$ cat src/rtl/delay_fifo_if.sv
// delay_fifo_if: handshake bundle for the show-ahead delay FIFO.
// master drives the upstream side; slave is the FIFO.
interface delay_fifo_if #(
  parameter int WIDTH = 4,
  parameter int DEPTH = 4
);
  logic                     flush;
  logic                     in_valid;
  logic [WIDTH-1:0]         in_data;
  logic                     in_ready;
  logic                     out_valid;
  logic [WIDTH-1:0]         out_data;
  logic                     out_ready;
  logic [$clog2(DEPTH):0]   count;
  logic                     overflow;

  modport master (
    output flush,
    output in_valid,
    output in_data,
    output out_ready,
    input  in_ready,
    input  out_valid,
    input  out_data,
    input  count,
    input  overflow
  );

  modport slave (
    input  flush,
    input  in_valid,
    input  in_data,
    input  out_ready,
    output in_ready,
    output out_valid,
    output out_data,
    output count,
    output overflow
  );
endinterface

$ cat src/rtl/delay_fifo.sv
// delay_fifo: show-ahead FIFO behind a delay line.
// Drops input when full and records it in a sticky overflow flag.
module delay_fifo #(
  parameter int WIDTH = 4,
  parameter int DEPTH = 4
) (
  input logic        clock,
  input logic        reset_n,
  delay_fifo_if.slave bus
);
  localparam int AW = $clog2(DEPTH);
  localparam logic [AW:0] FULL_CNT = (AW+1)'(DEPTH);

  logic [WIDTH-1:0] mem [DEPTH];
  logic [AW-1:0]    wr_ptr;
  logic [AW-1:0]    rd_ptr;
  logic [AW:0]      cnt;
  logic             ovf;

  logic full;
  logic empty;
  logic push;
  logic pop;
  logic drop;

  assign full  = (cnt == FULL_CNT);
  assign empty = (cnt == '0);

  assign push = bus.in_valid & ~full & ~bus.flush;
  assign pop  = ~empty & bus.out_ready & ~bus.flush;
  assign drop = bus.in_valid & full & ~bus.flush;

  assign bus.in_ready  = ~full;
  assign bus.out_valid = ~empty;
  assign bus.out_data  = empty ? '0 : mem[rd_ptr];
  assign bus.count     = cnt;
  assign bus.overflow  = ovf;

  // storage is intentionally left unreset
  always_ff @(posedge clock) begin
    if (push) begin
      mem[wr_ptr] <= bus.in_data;
    end
  end

  always_ff @(posedge clock or negedge reset_n) begin
    if (!reset_n) begin
      wr_ptr <= '0;
      rd_ptr <= '0;
      cnt    <= '0;
      ovf    <= 1'b0;
    end else if (bus.flush) begin
      wr_ptr <= '0;
      rd_ptr <= '0;
      cnt    <= '0;
      ovf    <= 1'b0;
    end else begin
      if (push) begin
        wr_ptr <= wr_ptr + AW'(1);
      end
      if (pop) begin
        rd_ptr <= rd_ptr + AW'(1);
      end
      unique case ({push, pop})
        2'b10:   cnt <= cnt + 1'b1;
        2'b01:   cnt <= cnt - 1'b1;
        default: cnt <= cnt;
      endcase
      if (drop) begin
        ovf <= 1'b1;
      end
    end
  end
endmodule

$ cat src/flat_wrapper.sv
// flat-port wrapper written by rule: the top's interface ports become plain ports
module delay_fifo_flat 
#(
  parameter int WIDTH = 4,
  parameter int DEPTH = 4
)
  (clock, reset_n, bus_flush, bus_in_valid, bus_in_data, bus_out_ready, bus_in_ready, bus_out_valid, bus_out_data, bus_count, bus_overflow);
  delay_fifo_if #(.WIDTH(WIDTH), .DEPTH(DEPTH)) bus_i ();
  input logic clock;
  input logic reset_n;
  input wire logic [$bits(bus_i.flush)-1:0] bus_flush;
  input wire logic [$bits(bus_i.in_valid)-1:0] bus_in_valid;
  input wire logic [$bits(bus_i.in_data)-1:0] bus_in_data;
  input wire logic [$bits(bus_i.out_ready)-1:0] bus_out_ready;
  output wire logic [$bits(bus_i.in_ready)-1:0] bus_in_ready;
  output wire logic [$bits(bus_i.out_valid)-1:0] bus_out_valid;
  output wire logic [$bits(bus_i.out_data)-1:0] bus_out_data;
  output wire logic [$bits(bus_i.count)-1:0] bus_count;
  output wire logic [$bits(bus_i.overflow)-1:0] bus_overflow;
  assign bus_i.flush = bus_flush;
  assign bus_i.in_valid = bus_in_valid;
  assign bus_i.in_data = bus_in_data;
  assign bus_i.out_ready = bus_out_ready;
  assign bus_in_ready = bus_i.in_ready;
  assign bus_out_valid = bus_i.out_valid;
  assign bus_out_data = bus_i.out_data;
  assign bus_count = bus_i.count;
  assign bus_overflow = bus_i.overflow;
  delay_fifo #(.WIDTH(WIDTH), .DEPTH(DEPTH)) u_core (.clock(clock), .reset_n(reset_n), .bus(bus_i));
endmodule
$ cat config.mk
export PLATFORM = sky130hd
export DESIGN_NAME = delay_fifo_flat
export DESIGN_NICKNAME = d
export VERILOG_FILES = /design/src/rtl/delay_fifo_if.sv /design/src/rtl/delay_fifo.sv /design/src/flat_wrapper.sv
export SDC_FILE = /design/constraint.sdc
export NUM_CORES = 1
export LEC_CHECK = 0
export CORE_UTILIZATION = 52
export CTS_CLUSTER_DIAMETER = 120
export DETAILED_ROUTE_END_ITERATION = 10
export PLACE_DENSITY = 0.87
export SLEW_MARGIN = 30
export SYNTH_ARGS = -nofsm -noshare
export SYNTH_HDL_FRONTEND = slang
export SYNTH_SLANG_ARGS = --single-unit
$ cat constraint.sdc
create_clock -name clock -period 3.05 [get_ports clock]
set_clock_uncertainty 0.15 [all_clocks]
set_input_delay 0.915 -clock clock [delete_from_list [all_inputs] [get_ports clock]]
set_output_delay 0.915 -clock clock [all_outputs]
set_load 0.05 [all_outputs]
==> flow_summary_export.csv, run 1 <==
group,metric,value,unit
timing,hold_viol_final,0,
power,vdd_drop_max,0.3785,mV
routing,drc,0,
global_route,antenna_found_initial,0,
timing,relSlewSlack,0.6536,
critical_path,required,1.98,ns
routing,avgViaCountPerCell,5.690,
power,power_density,581.0,mW/mm2
place,hpwl,1.697,mm
place,place_area,0.001428,mm2
routing,antenna_left,0,
global_route,grt_max_degree,15,
critical_path,start_kind,"register",
power,total_power,0.8607,mW
critical_path,r2r_slack,0.73,ns
clock_tree,clk_latency,0.31,ns
global_route,track_usage,0.1967,
final_layout,n_antenna_cell,0,
final_layout,final_nets,132,
yosys,synth_fp_nets,110,
timing,max_freq,347.4,MHz
yosys,synthFlopType,"edfxtp_1",
timing,setup_ws,0.1712,ns
clock_tree,htree_levels,1,
routing,wire_per_inst,15.54,um
min_path,hold_depth,2,
critical_path,crit_path_max_fanout,6,
critical_path,endpoint_kind,"output pin",
floorplanning,initial_core_util,0.5554,
global_route,grt_pass1_wl,3.525,mm
critical_path,critical_path_class,"register to output pin",
place,place.port_buffers,18,
final_layout,fin_cells,145,
yosys,syn_area_per_cell,12.80,um2
yosys,synth-edff-count,16,
outcome,outcome,"finished clean",
clock_tree,clkTransAtPathRegs,0.12,ns
routing,first_pass_iters,4,
floorplanning,rows,17,
yosys,syn_inst,96,
routing,via_count,825,
timing,setup_violations,0,
critical_path,reg2reg_to,"u_core.bus.count[1]",
final_layout,syn2layout_area_growth,20.57,%
yosys,yosysWarningCount,0,
floorplanning,die_x,50.61,um
floorplanning,die_area,0.002561,mm2
min_path,min-delay-start,"u_core.bus.overflow",
critical_path,reg2reg_depth,7,
clock_tree,cts_tree,"built",
final_layout,fin_util,0.6697,
clock_tree,cts_setup_buffers,0,
timing,fin_setup_tns,0,ns
floorplanning,coreArea,0.002212,mm2
yosys,ys_seq_area_frac,0.5540,
timing,fin_crit,2.879,ns
clock_tree,numCtsBuffers,3,
routing,wl,2.253,mm
min_path,min_to,"u_core.bus.overflow",
place,dp.cells,141,
clock_tree,cts.sinks,24,
timing,worst_pin_slew,0.5188,ns
floorplanning,die_h,50.61,um
job,maxCapViolations,0,
timing,slew_viol_final,0,
critical_path,r2r_start,"u_core.bus.count[2]",
clock_tree,root_buffer,"clkbuf_4",
final_layout,fin_area,0.001481,mm2
yosys,synth_cell_types,34,
global_route,grt_pass1_vias,762,
final_layout,layout_commonest_cell,"edfxtp_1",
yosys,ys_ff_latch,24,
critical_path,critPathArrivalTime,1.81,ns
timing,rsz0062_at_grt,"no",
timing,finalCritPeriodShare,0.9439,
yosys,async_reset_ff_frac,0.3333,
place,post-place-ws,0.2801,ns
floorplanning,pin_count,19,
place,gp_congestion,0.7909,
global_route,grt_overflow_total,0,
yosys,netlist_area,0.001229,mm2
routing,dr.first_iter.drc_count,25,
timing,holdWs,0.3664,ns
final_layout,drive_gt1_frac,0.1880,
power,p_leak,0.5798,nW
min_path,hold_class,"register to register",
clock_tree,cts_max_path_buffers,2,
final_layout,mostFrequentLayoutCells,"edfxtp_1 (16), clkdlybuf4s50_1 (12), nor2_1 (10), buf_4 (9)",
==> flip-flops by register name (all words and copies together) (netlist names) <==
name and flops:
u_core.bus.overflow 1, u_core.bus.count 3, u_core.wr_ptr 2, u_core.rd_ptr 2, u_core.mem 16
==> critical path, cell delays in order, from the launching register on <==
cell and delay, ns:
dfrtp_1 0.59, mux4_2 0.56, and2_1 0.17, buf_4 0.18
==> synthesized netlist by cell type, types with 3 or more instances <==
library cell	n	area, um2
xor2_1	3	26.28
dfrtp_1	8	200.2
ha_1	4	50.05
a21oi_1	4	20.02
mux4_2	4	90.09
nand3_1	3	15.01
nor2_1	10	37.54
inv_1	4	15.01
and2_1	8	50.05
edfxtp_1	16	480.5
nand2_1	3	11.26
==> logic make-up after synthesis <==
family,share of synthesized area
simple gates,0.1670
flops,0.5540
buf+inv,0.04786
fa+ha+maj,0.05703
xor+xnor,0.03565
compound gates,0.06518
mux,0.07332
==> how the worst max path moves through the flow <==
stage | startpoint | slack [ns] | endpoint
after global routing | u_core.rd_ptr[0] | 0.1 | bus_out_data[1]
final | u_core.rd_ptr[0] | 0.17 | bus_out_data[0]
after global placement | u_core.bus.count[2] | 0.34 | bus_in_ready
after CTS | u_core.bus.count[2] | 0.03 | bus_out_valid
after floorplan | u_core.bus.count[2] | 0.37 | bus_out_data[0]
after detailed placement | bus_in_valid | 0.28 | u_core.bus.count[1]
==> per-layer routing <==
layer | global-route usage | vias up | wire length (um)
met4 | 0.09722 | 0 | 47
li1 | - | 383 | -
met2 | 0.3311 | 32 | 1191
met5 | 0 | - | 0
met1 | 0.2435 | 406 | 895
met3 | 0.03333 | 4 | 119
==> report_power, final <==
part           internal, mW  total (mW)  switching [mW]
logic                0.0986       0.246           0.147
clock network         0.133       0.225          0.0921
registers             0.367       0.390          0.0233
total                 0.598       0.861           0.263
==> layout make-up <==
| cell class | count | area (um2) |
|---|---|---|
| tap | 28 | 35.03 |
| clock buffer | 3 | 22.52 |
| multi-input combinational | 62 | 489.2 |
| sequential | 24 | 680.7 |
| fill | 166 | 730.7 |
| inverter | 4 | 15.01 |
| clock inverter | 1 | 30.03 |
| timing repair buffer | 23 | 209.0 |
==> what timing repair did <==
item | in CTS | in global routing
gates resized for setup | 1 | 1
hold buffers | 0 | 0
endpoints found under the setup margin | 1 | 1
endpoints found under the hold margin | 0 | 0
(Power assumes the default switching activity.)
==> run 2, diff against run 1 <==
SLEW_MARGIN = default   (was 30)
==> results of run 2 <==
The final DEF is identical to that of run 1; final timing and power are the same.
